[config.mk]
export PLATFORM = sky130hd
export DESIGN_NAME = id_ex_pipe_reg_flat
export DESIGN_NICKNAME = d
export VERILOG_FILES = /design/src/rtl/id_ex_pipe_reg_pkg.sv /design/src/rtl/id_ex_pipe_reg_if.sv /design/src/rtl/id_ex_pipe_reg_fwd_operand_mux.sv /design/src/rtl/id_ex_pipe_reg.sv /design/src/flat_wrapper.sv
export SDC_FILE = /design/constraint.sdc
export NUM_CORES = 1
export LEC_CHECK = 0
export CAP_MARGIN = 25
export CORE_AREA = 2 2 157 159
export CTS_CLUSTER_DIAMETER = 50
export DETAILED_ROUTE_END_ITERATION = 10
export DIE_AREA = 0 0 159 161
export PLACE_DENSITY = 0.7
export SYNTH_ARGS = -nofsm -noshare
export SYNTH_HDL_FRONTEND = slang
export SYNTH_SLANG_ARGS = --single-unit
[constraint.sdc]
create_clock -name clk -period 1.64 [get_ports clk]
set_clock_uncertainty 0.05 [all_clocks]
set_input_delay 0.328 -clock clk [delete_from_list [all_inputs] [get_ports clk]]
set_output_delay 0.328 -clock clk [all_outputs]
set_load 0.1 [all_outputs]
[src/rtl/id_ex_pipe_reg_pkg.sv]
// Shared widths, ALU function codes and control payload for the ID/EX stage.
package id_ex_pipe_reg_pkg;

  localparam int unsigned DEF_DATA_WIDTH     = 32;
  localparam int unsigned DEF_ALU_OP_WIDTH   = 4;
  localparam int unsigned DEF_REG_ADDR_WIDTH = 5;
  localparam int unsigned DEF_CNT_WIDTH      = 16;

  // FUNC_ZERO doubles as the bubble op so a cleared register is a valid no-op.
  typedef enum logic [DEF_ALU_OP_WIDTH-1:0] {
    FUNC_ZERO   = 4'h0,
    FUNC_ADD    = 4'h1,
    FUNC_SUB    = 4'h2,
    FUNC_AND    = 4'h3,
    FUNC_OR     = 4'h4,
    FUNC_XOR    = 4'h5,
    FUNC_SLL    = 4'h6,
    FUNC_SRL    = 4'h7,
    FUNC_SRA    = 4'h8,
    FUNC_SLT    = 4'h9,
    FUNC_SLTU   = 4'hA,
    FUNC_PASS_B = 4'hB
  } alu_func_e;

  typedef struct packed {
    logic reg_write;
    logic mem_read;
    logic mem_write;
    logic mem_to_reg;
    logic is_halt;
  } ex_ctrl_t;

  localparam ex_ctrl_t CTRL_BUBBLE = '0;

endpackage

[src/rtl/id_ex_pipe_reg_if.sv]
// Decode-side, forwarding and execute-side signals of the ID/EX pipeline register.
interface id_ex_pipe_reg_if #(
  parameter int unsigned DATA_WIDTH     = 32,
  parameter int unsigned ALU_OP_WIDTH   = 4,
  parameter int unsigned REG_ADDR_WIDTH = 5,
  parameter int unsigned CNT_WIDTH      = 16
);
  logic                      stall;
  logic                      flush;
  logic                      in_valid;
  logic [DATA_WIDTH-1:0]     id_pc;
  logic [DATA_WIDTH-1:0]     id_rs1_data;
  logic [DATA_WIDTH-1:0]     id_rs2_data;
  logic [DATA_WIDTH-1:0]     id_imm;
  logic [REG_ADDR_WIDTH-1:0] id_rs1_addr;
  logic [REG_ADDR_WIDTH-1:0] id_rs2_addr;
  logic [REG_ADDR_WIDTH-1:0] id_rd_addr;
  logic [ALU_OP_WIDTH-1:0]   id_alu_op;
  logic                      id_alu_src;
  logic                      id_reg_write;
  logic                      id_mem_read;
  logic                      id_mem_write;
  logic                      id_mem_to_reg;
  logic                      id_is_halt;

  logic                      fwd_exmem_we;
  logic                      fwd_memwb_we;
  logic [REG_ADDR_WIDTH-1:0] fwd_exmem_rd;
  logic [REG_ADDR_WIDTH-1:0] fwd_memwb_rd;
  logic [DATA_WIDTH-1:0]     fwd_exmem_data;
  logic [DATA_WIDTH-1:0]     fwd_memwb_data;

  logic                      ex_valid;
  logic [DATA_WIDTH-1:0]     ex_pc;
  logic [ALU_OP_WIDTH-1:0]   ex_alu_op;
  logic [DATA_WIDTH-1:0]     ex_alu_in_1;
  logic [DATA_WIDTH-1:0]     ex_alu_in_2;
  logic [DATA_WIDTH-1:0]     ex_store_data;
  logic [REG_ADDR_WIDTH-1:0] ex_rs1_addr;
  logic [REG_ADDR_WIDTH-1:0] ex_rs2_addr;
  logic [REG_ADDR_WIDTH-1:0] ex_rd_addr;
  logic                      ex_reg_write;
  logic                      ex_mem_read;
  logic                      ex_mem_write;
  logic                      ex_mem_to_reg;
  logic                      ex_is_halt;
  logic [CNT_WIDTH-1:0]      bubble_count;

  modport master (
    output stall, flush, in_valid, id_pc, id_rs1_data, id_rs2_data, id_imm,
           id_rs1_addr, id_rs2_addr, id_rd_addr, id_alu_op, id_alu_src,
           id_reg_write, id_mem_read, id_mem_write, id_mem_to_reg, id_is_halt,
           fwd_exmem_we, fwd_memwb_we, fwd_exmem_rd, fwd_memwb_rd,
           fwd_exmem_data, fwd_memwb_data,
    input  ex_valid, ex_pc, ex_alu_op, ex_alu_in_1, ex_alu_in_2, ex_store_data,
           ex_rs1_addr, ex_rs2_addr, ex_rd_addr, ex_reg_write, ex_mem_read,
           ex_mem_write, ex_mem_to_reg, ex_is_halt, bubble_count
  );

  modport slave (
    input  stall, flush, in_valid, id_pc, id_rs1_data, id_rs2_data, id_imm,
           id_rs1_addr, id_rs2_addr, id_rd_addr, id_alu_op, id_alu_src,
           id_reg_write, id_mem_read, id_mem_write, id_mem_to_reg, id_is_halt,
           fwd_exmem_we, fwd_memwb_we, fwd_exmem_rd, fwd_memwb_rd,
           fwd_exmem_data, fwd_memwb_data,
    output ex_valid, ex_pc, ex_alu_op, ex_alu_in_1, ex_alu_in_2, ex_store_data,
           ex_rs1_addr, ex_rs2_addr, ex_rd_addr, ex_reg_write, ex_mem_read,
           ex_mem_write, ex_mem_to_reg, ex_is_halt, bubble_count
  );
endinterface

[src/rtl/id_ex_pipe_reg_fwd_operand_mux.sv]
// Resolves one EX operand against the EX/MEM and MEM/WB writebacks.
// Forwarding is compiled in only when FORWARDING_EN is defined.
module fwd_operand_mux #(
  parameter int unsigned DATA_WIDTH     = 32,
  parameter int unsigned REG_ADDR_WIDTH = 5
) (
  input  logic [REG_ADDR_WIDTH-1:0] rs_addr,
  input  logic [DATA_WIDTH-1:0]     rs_data,
  input  logic                      exmem_we,
  input  logic [REG_ADDR_WIDTH-1:0] exmem_rd,
  input  logic [DATA_WIDTH-1:0]     exmem_data,
  input  logic                      memwb_we,
  input  logic [REG_ADDR_WIDTH-1:0] memwb_rd,
  input  logic [DATA_WIDTH-1:0]     memwb_data,
  output logic [DATA_WIDTH-1:0]     rs_eff
);

`ifdef FORWARDING_EN
  // Youngest producer wins; x0 is hardwired and never forwarded.
  always_comb begin
    rs_eff = rs_data;
    if (rs_addr != '0) begin
      if (exmem_we && (exmem_rd == rs_addr)) begin
        rs_eff = exmem_data;
      end else if (memwb_we && (memwb_rd == rs_addr)) begin
        rs_eff = memwb_data;
      end
    end
  end
`else
  logic unused_fwd;
  assign unused_fwd = ^{rs_addr, exmem_we, exmem_rd, exmem_data,
                        memwb_we, memwb_rd, memwb_data};
  assign rs_eff     = rs_data;
`endif

endmodule

[src/rtl/id_ex_pipe_reg.sv]
// ID/EX pipeline register: stall/flush handling, ALU operand selection, bubble counter.
// Optional operand forwarding is enabled by the FORWARDING_EN macro.
module id_ex_pipe_reg
  import id_ex_pipe_reg_pkg::*;
#(
  parameter int unsigned DATA_WIDTH     = DEF_DATA_WIDTH,
  parameter int unsigned ALU_OP_WIDTH   = DEF_ALU_OP_WIDTH,
  parameter int unsigned REG_ADDR_WIDTH = DEF_REG_ADDR_WIDTH,
  parameter int unsigned CNT_WIDTH      = DEF_CNT_WIDTH
) (
  input logic             clk,
  input logic             reset,
  id_ex_pipe_reg_if.slave bus
);

  logic                      valid_q;
  logic [DATA_WIDTH-1:0]     pc_q;
  logic [DATA_WIDTH-1:0]     rs1_data_q;
  logic [DATA_WIDTH-1:0]     rs2_data_q;
  logic [DATA_WIDTH-1:0]     imm_q;
  logic [REG_ADDR_WIDTH-1:0] rs1_addr_q;
  logic [REG_ADDR_WIDTH-1:0] rs2_addr_q;
  logic [REG_ADDR_WIDTH-1:0] rd_addr_q;
  logic [ALU_OP_WIDTH-1:0]   alu_op_q;
  logic                      alu_src_q;
  ex_ctrl_t                  ctrl_q;
  logic [CNT_WIDTH-1:0]      bubble_q;
  logic [CNT_WIDTH-1:0]      bubble_inc;
  logic [DATA_WIDTH-1:0]     rs1_eff;
  logic [DATA_WIDTH-1:0]     rs2_eff;

  // Saturating increment: holds at all-ones instead of wrapping.
  assign bubble_inc = (bubble_q == '1) ? bubble_q : bubble_q + CNT_WIDTH'(1);

  always_ff @(posedge clk or negedge reset) begin
    if (!reset) begin
      valid_q    <= 1'b0;
      pc_q       <= '0;
      rs1_data_q <= '0;
      rs2_data_q <= '0;
      imm_q      <= '0;
      rs1_addr_q <= '0;
      rs2_addr_q <= '0;
      rd_addr_q  <= '0;
      alu_op_q   <= ALU_OP_WIDTH'(FUNC_ZERO);
      alu_src_q  <= 1'b0;
      ctrl_q     <= CTRL_BUBBLE;
      bubble_q   <= '0;
    end else if (bus.flush) begin
      valid_q    <= 1'b0;
      pc_q       <= '0;
      rs1_data_q <= '0;
      rs2_data_q <= '0;
      imm_q      <= '0;
      rs1_addr_q <= '0;
      rs2_addr_q <= '0;
      rd_addr_q  <= '0;
      alu_op_q   <= ALU_OP_WIDTH'(FUNC_ZERO);
      alu_src_q  <= 1'b0;
      ctrl_q     <= CTRL_BUBBLE;
      bubble_q   <= bubble_inc;
    end else if (!bus.stall) begin
      valid_q    <= bus.in_valid;
      pc_q       <= bus.id_pc;
      rs1_data_q <= bus.id_rs1_data;
      rs2_data_q <= bus.id_rs2_data;
      imm_q      <= bus.id_imm;
      rs1_addr_q <= bus.id_rs1_addr;
      rs2_addr_q <= bus.id_rs2_addr;
      rd_addr_q  <= bus.id_rd_addr;
      if (bus.in_valid) begin
        alu_op_q  <= bus.id_alu_op;
        alu_src_q <= bus.id_alu_src;
        ctrl_q    <= '{reg_write:  bus.id_reg_write,
                       mem_read:   bus.id_mem_read,
                       mem_write:  bus.id_mem_write,
                       mem_to_reg: bus.id_mem_to_reg,
                       is_halt:    bus.id_is_halt};
      end else begin
        alu_op_q  <= ALU_OP_WIDTH'(FUNC_ZERO);
        alu_src_q <= 1'b0;
        ctrl_q    <= CTRL_BUBBLE;
        bubble_q  <= bubble_inc;
      end
    end
  end

  fwd_operand_mux #(
    .DATA_WIDTH     (DATA_WIDTH),
    .REG_ADDR_WIDTH (REG_ADDR_WIDTH)
  ) u_fwd_rs1 (
    .rs_addr    (rs1_addr_q),
    .rs_data    (rs1_data_q),
    .exmem_we   (bus.fwd_exmem_we),
    .exmem_rd   (bus.fwd_exmem_rd),
    .exmem_data (bus.fwd_exmem_data),
    .memwb_we   (bus.fwd_memwb_we),
    .memwb_rd   (bus.fwd_memwb_rd),
    .memwb_data (bus.fwd_memwb_data),
    .rs_eff     (rs1_eff)
  );

  fwd_operand_mux #(
    .DATA_WIDTH     (DATA_WIDTH),
    .REG_ADDR_WIDTH (REG_ADDR_WIDTH)
  ) u_fwd_rs2 (
    .rs_addr    (rs2_addr_q),
    .rs_data    (rs2_data_q),
    .exmem_we   (bus.fwd_exmem_we),
    .exmem_rd   (bus.fwd_exmem_rd),
    .exmem_data (bus.fwd_exmem_data),
    .memwb_we   (bus.fwd_memwb_we),
    .memwb_rd   (bus.fwd_memwb_rd),
    .memwb_data (bus.fwd_memwb_data),
    .rs_eff     (rs2_eff)
  );

  assign bus.ex_valid      = valid_q;
  assign bus.ex_pc         = pc_q;
  assign bus.ex_alu_op     = alu_op_q;
  assign bus.ex_alu_in_1   = rs1_eff;
  assign bus.ex_alu_in_2   = alu_src_q ? imm_q : rs2_eff;
  assign bus.ex_store_data = rs2_eff;
  assign bus.ex_rs1_addr   = rs1_addr_q;
  assign bus.ex_rs2_addr   = rs2_addr_q;
  assign bus.ex_rd_addr    = rd_addr_q;
  assign bus.ex_reg_write  = ctrl_q.reg_write;
  assign bus.ex_mem_read   = ctrl_q.mem_read;
  assign bus.ex_mem_write  = ctrl_q.mem_write;
  assign bus.ex_mem_to_reg = ctrl_q.mem_to_reg;
  assign bus.ex_is_halt    = ctrl_q.is_halt;
  assign bus.bubble_count  = bubble_q;

endmodule

[src/flat_wrapper.sv]
// flat-port wrapper written by rule: the top's interface ports become plain ports
module id_ex_pipe_reg_flat import id_ex_pipe_reg_pkg::*;
#(
  parameter int unsigned DATA_WIDTH     = DEF_DATA_WIDTH,
  parameter int unsigned ALU_OP_WIDTH   = DEF_ALU_OP_WIDTH,
  parameter int unsigned REG_ADDR_WIDTH = DEF_REG_ADDR_WIDTH,
  parameter int unsigned CNT_WIDTH      = DEF_CNT_WIDTH
)
  (clk, reset, bus_stall, bus_flush, bus_in_valid, bus_id_pc, bus_id_rs1_data, bus_id_rs2_data, bus_id_imm, bus_id_rs1_addr, bus_id_rs2_addr, bus_id_rd_addr, bus_id_alu_op, bus_id_alu_src, bus_id_reg_write, bus_id_mem_read, bus_id_mem_write, bus_id_mem_to_reg, bus_id_is_halt, bus_fwd_exmem_we, bus_fwd_memwb_we, bus_fwd_exmem_rd, bus_fwd_memwb_rd, bus_fwd_exmem_data, bus_fwd_memwb_data, bus_ex_valid, bus_ex_pc, bus_ex_alu_op, bus_ex_alu_in_1, bus_ex_alu_in_2, bus_ex_store_data, bus_ex_rs1_addr, bus_ex_rs2_addr, bus_ex_rd_addr, bus_ex_reg_write, bus_ex_mem_read, bus_ex_mem_write, bus_ex_mem_to_reg, bus_ex_is_halt, bus_bubble_count);
  id_ex_pipe_reg_if #(.DATA_WIDTH(DATA_WIDTH), .ALU_OP_WIDTH(ALU_OP_WIDTH), .REG_ADDR_WIDTH(REG_ADDR_WIDTH), .CNT_WIDTH(CNT_WIDTH)) bus_i ();
  input logic clk;
  input logic reset;
  input wire logic [$bits(bus_i.stall)-1:0] bus_stall;
  input wire logic [$bits(bus_i.flush)-1:0] bus_flush;
  input wire logic [$bits(bus_i.in_valid)-1:0] bus_in_valid;
  input wire logic [$bits(bus_i.id_pc)-1:0] bus_id_pc;
  input wire logic [$bits(bus_i.id_rs1_data)-1:0] bus_id_rs1_data;
  input wire logic [$bits(bus_i.id_rs2_data)-1:0] bus_id_rs2_data;
  input wire logic [$bits(bus_i.id_imm)-1:0] bus_id_imm;
  input wire logic [$bits(bus_i.id_rs1_addr)-1:0] bus_id_rs1_addr;
  input wire logic [$bits(bus_i.id_rs2_addr)-1:0] bus_id_rs2_addr;
  input wire logic [$bits(bus_i.id_rd_addr)-1:0] bus_id_rd_addr;
  input wire logic [$bits(bus_i.id_alu_op)-1:0] bus_id_alu_op;
  input wire logic [$bits(bus_i.id_alu_src)-1:0] bus_id_alu_src;
  input wire logic [$bits(bus_i.id_reg_write)-1:0] bus_id_reg_write;
  input wire logic [$bits(bus_i.id_mem_read)-1:0] bus_id_mem_read;
  input wire logic [$bits(bus_i.id_mem_write)-1:0] bus_id_mem_write;
  input wire logic [$bits(bus_i.id_mem_to_reg)-1:0] bus_id_mem_to_reg;
  input wire logic [$bits(bus_i.id_is_halt)-1:0] bus_id_is_halt;
  input wire logic [$bits(bus_i.fwd_exmem_we)-1:0] bus_fwd_exmem_we;
  input wire logic [$bits(bus_i.fwd_memwb_we)-1:0] bus_fwd_memwb_we;
  input wire logic [$bits(bus_i.fwd_exmem_rd)-1:0] bus_fwd_exmem_rd;
  input wire logic [$bits(bus_i.fwd_memwb_rd)-1:0] bus_fwd_memwb_rd;
  input wire logic [$bits(bus_i.fwd_exmem_data)-1:0] bus_fwd_exmem_data;
  input wire logic [$bits(bus_i.fwd_memwb_data)-1:0] bus_fwd_memwb_data;
  output wire logic [$bits(bus_i.ex_valid)-1:0] bus_ex_valid;
  output wire logic [$bits(bus_i.ex_pc)-1:0] bus_ex_pc;
  output wire logic [$bits(bus_i.ex_alu_op)-1:0] bus_ex_alu_op;
  output wire logic [$bits(bus_i.ex_alu_in_1)-1:0] bus_ex_alu_in_1;
  output wire logic [$bits(bus_i.ex_alu_in_2)-1:0] bus_ex_alu_in_2;
  output wire logic [$bits(bus_i.ex_store_data)-1:0] bus_ex_store_data;
  output wire logic [$bits(bus_i.ex_rs1_addr)-1:0] bus_ex_rs1_addr;
  output wire logic [$bits(bus_i.ex_rs2_addr)-1:0] bus_ex_rs2_addr;
  output wire logic [$bits(bus_i.ex_rd_addr)-1:0] bus_ex_rd_addr;
  output wire logic [$bits(bus_i.ex_reg_write)-1:0] bus_ex_reg_write;
  output wire logic [$bits(bus_i.ex_mem_read)-1:0] bus_ex_mem_read;
  output wire logic [$bits(bus_i.ex_mem_write)-1:0] bus_ex_mem_write;
  output wire logic [$bits(bus_i.ex_mem_to_reg)-1:0] bus_ex_mem_to_reg;
  output wire logic [$bits(bus_i.ex_is_halt)-1:0] bus_ex_is_halt;
  output wire logic [$bits(bus_i.bubble_count)-1:0] bus_bubble_count;
  assign bus_i.stall = bus_stall;
  assign bus_i.flush = bus_flush;
  assign bus_i.in_valid = bus_in_valid;
  assign bus_i.id_pc = bus_id_pc;
  assign bus_i.id_rs1_data = bus_id_rs1_data;
  assign bus_i.id_rs2_data = bus_id_rs2_data;
  assign bus_i.id_imm = bus_id_imm;
  assign bus_i.id_rs1_addr = bus_id_rs1_addr;
  assign bus_i.id_rs2_addr = bus_id_rs2_addr;
  assign bus_i.id_rd_addr = bus_id_rd_addr;
  assign bus_i.id_alu_op = bus_id_alu_op;
  assign bus_i.id_alu_src = bus_id_alu_src;
  assign bus_i.id_reg_write = bus_id_reg_write;
  assign bus_i.id_mem_read = bus_id_mem_read;
  assign bus_i.id_mem_write = bus_id_mem_write;
  assign bus_i.id_mem_to_reg = bus_id_mem_to_reg;
  assign bus_i.id_is_halt = bus_id_is_halt;
  assign bus_i.fwd_exmem_we = bus_fwd_exmem_we;
  assign bus_i.fwd_memwb_we = bus_fwd_memwb_we;
  assign bus_i.fwd_exmem_rd = bus_fwd_exmem_rd;
  assign bus_i.fwd_memwb_rd = bus_fwd_memwb_rd;
  assign bus_i.fwd_exmem_data = bus_fwd_exmem_data;
  assign bus_i.fwd_memwb_data = bus_fwd_memwb_data;
  assign bus_ex_valid = bus_i.ex_valid;
  assign bus_ex_pc = bus_i.ex_pc;
  assign bus_ex_alu_op = bus_i.ex_alu_op;
  assign bus_ex_alu_in_1 = bus_i.ex_alu_in_1;
  assign bus_ex_alu_in_2 = bus_i.ex_alu_in_2;
  assign bus_ex_store_data = bus_i.ex_store_data;
  assign bus_ex_rs1_addr = bus_i.ex_rs1_addr;
  assign bus_ex_rs2_addr = bus_i.ex_rs2_addr;
  assign bus_ex_rd_addr = bus_i.ex_rd_addr;
  assign bus_ex_reg_write = bus_i.ex_reg_write;
  assign bus_ex_mem_read = bus_i.ex_mem_read;
  assign bus_ex_mem_write = bus_i.ex_mem_write;
  assign bus_ex_mem_to_reg = bus_i.ex_mem_to_reg;
  assign bus_ex_is_halt = bus_i.ex_is_halt;
  assign bus_bubble_count = bus_i.bubble_count;
  id_ex_pipe_reg #(.DATA_WIDTH(DATA_WIDTH), .ALU_OP_WIDTH(ALU_OP_WIDTH), .REG_ADDR_WIDTH(REG_ADDR_WIDTH), .CNT_WIDTH(CNT_WIDTH)) u_core (.clk(clk), .reset(reset), .bus(bus_i));
endmodule
# Word-level counts from Yosys, hierarchy flattened
# Cells that the tools add are included.
dict set report classes {
  addsub 1
  n_eq_ne 3
  n_mux 30
  n_reduce_logical 1
}
# operator n
set op_table {}
lappend op_table {{2-to-1 mux 32 bit} 9}
lappend op_table {{2-to-1 mux 16 bit} 4}
lappend op_table {{2-to-1 mux 5 bit} 9}
lappend op_table {{adder 16 x 1 -> 16 bit (second input constant)} 1}
lappend op_table {{== test 16 bit (second input constant)} 1}
lappend op_table {{2-to-1 mux 4 bit} 3}
lappend op_table {{2-to-1 mux 1 bit} 5}
lappend op_table {{inequality test 2 x 1 -> 1 bit (second input constant)} 1}
lappend op_table {{inequality test 2 bit (second input constant)} 1}
lappend op_table {{AND reduction 2 bit} 1}
dict set report totals {
  ff_bits 170
  word_cells 51
}

# Longest topological paths before layout
dict set report depth {
  ltp_word 5
  ltp_mapped 5
}

# Modules after synthesis
# A second synthesis with hierarchy kept.
dict set report hier_totals {
  cells_unflattened 685
  hier_area_um2 7792.5
}
# mod instances cells_each area_per_inst_um2
set by_module_without_submodules {}
lappend by_module_without_submodules {id_ex_pipe_reg 1 621 7312.0}
lappend by_module_without_submodules {fwd_operand_mux 2 32 240.2}

# Least setup slack after synthesis
# Ideal clock, no wire load.
dict set report synth_path {
  path_type {reg2reg}
  start {register u_core.bubble_q[0], in the netlist u_core.bus.bubble_count[0]}
  end {register u_core.bubble_q[1], in the netlist u_core.bus.bubble_count[1]}
  t_arrival_ns 2.005
  setup_slack_ns -0.543
  path_stages_with_launch 6
  path_buffers 0
  period_less_slack_ns 2.183
  cell_sequence {dfrtp_1 > ha_1 > and3_1 > and4_4 > nor2_1 > mux2_1}
}
dict set report synth_via {
  elab_chain_len 5
  elab_cells_between_ends 6
  cone_classes {add/sub: 1; eq/ne: 1; mux: 4}
}
# item line
set synth_rtl {}
lappend synth_rtl {{start: declaration} id_ex_pipe_reg.sv:27} ;# logic [CNT_WIDTH-1:0] bubble_q;
lappend synth_rtl {{start signal: assignment} id_ex_pipe_reg.sv:61} ;# bubble_q <= bubble_inc;
lappend synth_rtl {{start signal: assignment} id_ex_pipe_reg.sv:83} ;# bubble_q <= bubble_inc;
lappend synth_rtl {{adder 16 x 1 -> 16 bit / == test 16 bit (equally long branches)} id_ex_pipe_reg.sv:33} ;# assign bubble_inc = (bubble_q == '1) ? bubble_q : bubble_q + CNT_WIDTH'(1);
lappend synth_rtl {{2-to-1 mux 16 bit (*)} id_ex_pipe_reg.sv:33}
lappend synth_rtl {{2-to-1 mux 16 bit} id_ex_pipe_reg.sv:71} ;# if (bus.in_valid) begin
lappend synth_rtl {{2-to-1 mux 16 bit} id_ex_pipe_reg.sv:62} ;# end else if (!bus.stall) begin
lappend synth_rtl {{2-to-1 mux 16 bit (*)} id_ex_pipe_reg.sv:49} ;# end else if (bus.flush) begin
# Every way passes the cells marked *; elsewhere a longest branch is shown, timed or not. The select of a mux whose other input is x is not followed.
# A chain may end at the register's enable or synchronous reset.

# Worst setup path after layout
dict set report layout_path {
  start {register u_core.alu_src_q}
  end {output bus_ex_alu_in_2[3]}
}
dict set report layout_via {
  elab_chain_len 1
}
# item line
set layout_rtl {}
lappend layout_rtl {{start: declaration} id_ex_pipe_reg.sv:25} ;# logic alu_src_q;
lappend layout_rtl {{start signal: assignment} id_ex_pipe_reg.sv:73} ;# alu_src_q <= bus.id_alu_src;
lappend layout_rtl {{2-to-1 mux 32 bit} id_ex_pipe_reg.sv:122} ;# assign bus.ex_alu_in_2 = alu_src_q ? imm_q : rs2_eff;
lappend layout_rtl {{end: declaration} flat_wrapper.sv:40} ;# output wire logic [$bits(bus_i.ex_alu_in_2)-1:0] bus_ex_alu_in_2;
# No other way between the ends.

==> metrics.txt <==
core box area 23960 sq um; area delta synth->final 85.43%; Area contributors post-synth dfrtp_1 (58%), mux2i_1 (19%), nor2_1 (8.3%), mux2_2 (4.9%), buf_2 (1.0%); Post-Synth XOR/XNOR Area 1.664%; Slew Limit Fails 0; Final HPWL DP 16590 um; Mean Syn Cell Area 11.85 sq um; Initial DRC Count 201; worst path bufs/invs 2; Synth Warn # 0; sequential element share of the synthesized area 57.72%; Async SR Flop Fraction 100.0%; I/O pin count 403; Crit Path Class reg2out; Max VDD drop 846.9 uV; Die Span X 159 um; Setup Fix Bufs, Post-CTS 0; r2r startpoint u_core.bus.bubble_count[1]; Final min period 1.986 ns; nets 1185; mux share of post-synthesis cell area 24.47%; R2R Path End u_core.bus.bubble_count[1]; #FFs+latches synth 170; drt drc 0; failing checks setup timing; Layout Cells excl Fill 1287; Adder-Cell Fraction of Synth Area 0.1698%; Worst setup SP type flip-flop; critical path data required time 1.26 ns; Root Buffer clkbuf_16; Pre-Repair DR Iteration Count 4; final WL 22760 um; CP Capture Type output pin; worst stage delay on the critical path 0.45 ns; Compound-Gate Fraction of Synth Area 1.460%; Overflow after GRT 0; Slew @ Worst Pin 0.6195 ns; P_leak 6.210 nW; vias in the first global route 6366; Fill cells 1933; CP arrival 1.61 ns; status finished, violations left; Initial Utilization 30.75%; Max Cap Viol 0; most common cell in the netlist dfrtp_1; Clock Sinks 170; Netlist cell types 29; Placer Congestion 0.7774; first-pass GRT wire length 36490 um; placed cells 1256; number of routed nets with antenna violations 0; Slew headroom 58.70%; clk slew on worst S/H paths 0.07 ns; final period utilization 121.1%; Hold Fails Final Rpt 0; area of the multi-input gates 3055 sq um; via count 5872; TritonCTS Buffers 17; most instantiated cells after synthesis dfrtp_1 (170), nor2_1 (163), mux2i_1 (143), mux2_2 (32), buf_2 (15); IO buf count 326; largest net degree at the start of global routing 86; Hold WC Path Type in2async; EDFF count, synth 0; crit path cell chain buf_12 > mux2_2 > buf_12; FF+latch area 4340 sq um; CP top delay family flip-flops; Critical Path Fanout Max 16; initial antenna violation count 0; Levels on crit path 3; area share of the leading cell type in the synthesized netlist 57.72%; final design utilization 57.03%; f_max 0.5035 GHz; Most common cell on crit path buf_12; CP max-delay cell dfrtp_2; P per Cell Area 1052 nW/um^2; Site Rows 57; largest family of logic cells by synthesized area multiplexers; post-route worst setup slack -0.3460 ns; Max clock buf depth 2; DP Worst Slack -0.2323 ns; R2R depth 5; syn_nets 857; per-cell routed wire length 17.68 um; Post-Syn Instances 622; CTS tree done; WHS 0.2730 ns; die area 25600 sq um; post-synth top area cell dfrtp_1; r2r setup slk 0.02 ns; Main synth FF type dfrtp_1; Synth Area in Simple Gates 11.77%; Total GRT Usage 18.03%; H-tree Lvls 4; DR vias/cell 4.563; die height 161 um; final setup vio count 32; layout cell share with drive strength beyond 1 32.81%; RSZ-0062 raised after global routing true; Clock Latency Late Sink 0.42 ns; Netlist Area Pre-Place 7370 sq um; ANT cells 0
cells by family (layout without fill, tap and decap cells):
group / after synthesis / count (layout)
AO/OA/AOI/OAI: 15 / 15
XOR/XNOR: 14 / 14
adder cells (fa/ha/maj): 1 / 1
buffers and inverters: 40 / 381
flip-flops: 170 / 170
multiplexers: 176 / 176
AND/OR/NAND/NOR: 206 / 206
worst max-delay path by stage:
stage	startpoint	end	slack (ns)
after floorplan	u_core.bus.bubble_count[1]	u_core.bus.bubble_count[1]	-0.08
after global placement	bus_in_valid	u_core.bus.bubble_count[11]	-0.16
after detailed placement	bus_in_valid	u_core.bus.bubble_count[11]	-0.23
after CTS	u_core.alu_src_q	bus_ex_alu_in_2[1]	-0.38
after global routing	u_core.alu_src_q	bus_ex_alu_in_2[3]	-0.41
final	u_core.alu_src_q	bus_ex_alu_in_2[3]	-0.35
per-layer routing:
layer / share of wire, % / vias to the layer above / global-route usage (%)
li1: - / 2762 / -
met1: 41 / 2851 / 21.39
met2: 50 / 239 / 31.07
met3: 8.1 / 20 / 6.728
met4: 1.3 / 0 / 4.504
met5: 0 / - / 0
power by group:
| group | leakage, nW | internal, mW | switching, mW | total (mW) |
|---|---|---|---|---|
| clock | 0.280 | 2.43 | 1.80 | 4.23 |
| sequential | 2.18 | 4.56 | 0.421 | 4.98 |
| combinational | 3.75 | 2.03 | 3.15 | 5.17 |
| total | 6.21 | 9.02 | 5.36 | 14.4 |
cell type report:
class                   instances  share of cell area (%)
repair buffers                349                   38.50
flip-flops and latches        170                   31.76
multi-input cells             412                   22.36
clock buffers                  20                   3.195
well taps                     324                   2.966
clock inverters                12                   1.218
metrics by stage:
stage	power [mW]	instance area, sq um	setup TNS (ns)
2_1_floorplan	7.924	7543	-1.738
3_3_place_gp	10.18	13010	-1.465
3_5_place_dp	10.25	13010	-2.318
4_1_cts	14.55	13660	-10.40
5_1_grt	14.95	13670	-11.26
6_report	14.38	13670	-9.424
repair_timing:
| item | 4_1_cts | 5_1_grt |
|---|---|---|
| hold buffers | 1 | 0 |
| endpoints found under the hold margin | 55 | 0 |
| endpoints found under the setup margin | 34 | 35 |
| pin swaps | 0 | 1 |
| resized for setup | 13 | 1 |
cells in the final DEF (no fill, tap or decap), types with 2 or more instances in the layout:
cell / instances
buf_12: 179
nor2_1: 162
clkdlybuf4s50_1: 154
mux2i_1: 143
dfrtp_1: 121
dfrtp_2: 39
mux2_4: 24
clkbuf_16: 17
nand2_1: 12
buf_4: 12
dfrtp_4: 10
mux2_2: 9
a21oi_1: 8
xor2_1: 8
nand4_1: 7
nor3_1: 6
xnor2_1: 6
nand3_1: 5
and4_1: 4
clkinvlp_4: 4
a22oi_1: 3
clkbuf_1: 3
bufinv_16: 3
inv_6: 3
nor4_4: 2
nor4_2: 2
o21ai_0: 2
buf_6: 2
(Power assumes the default switching activity.)
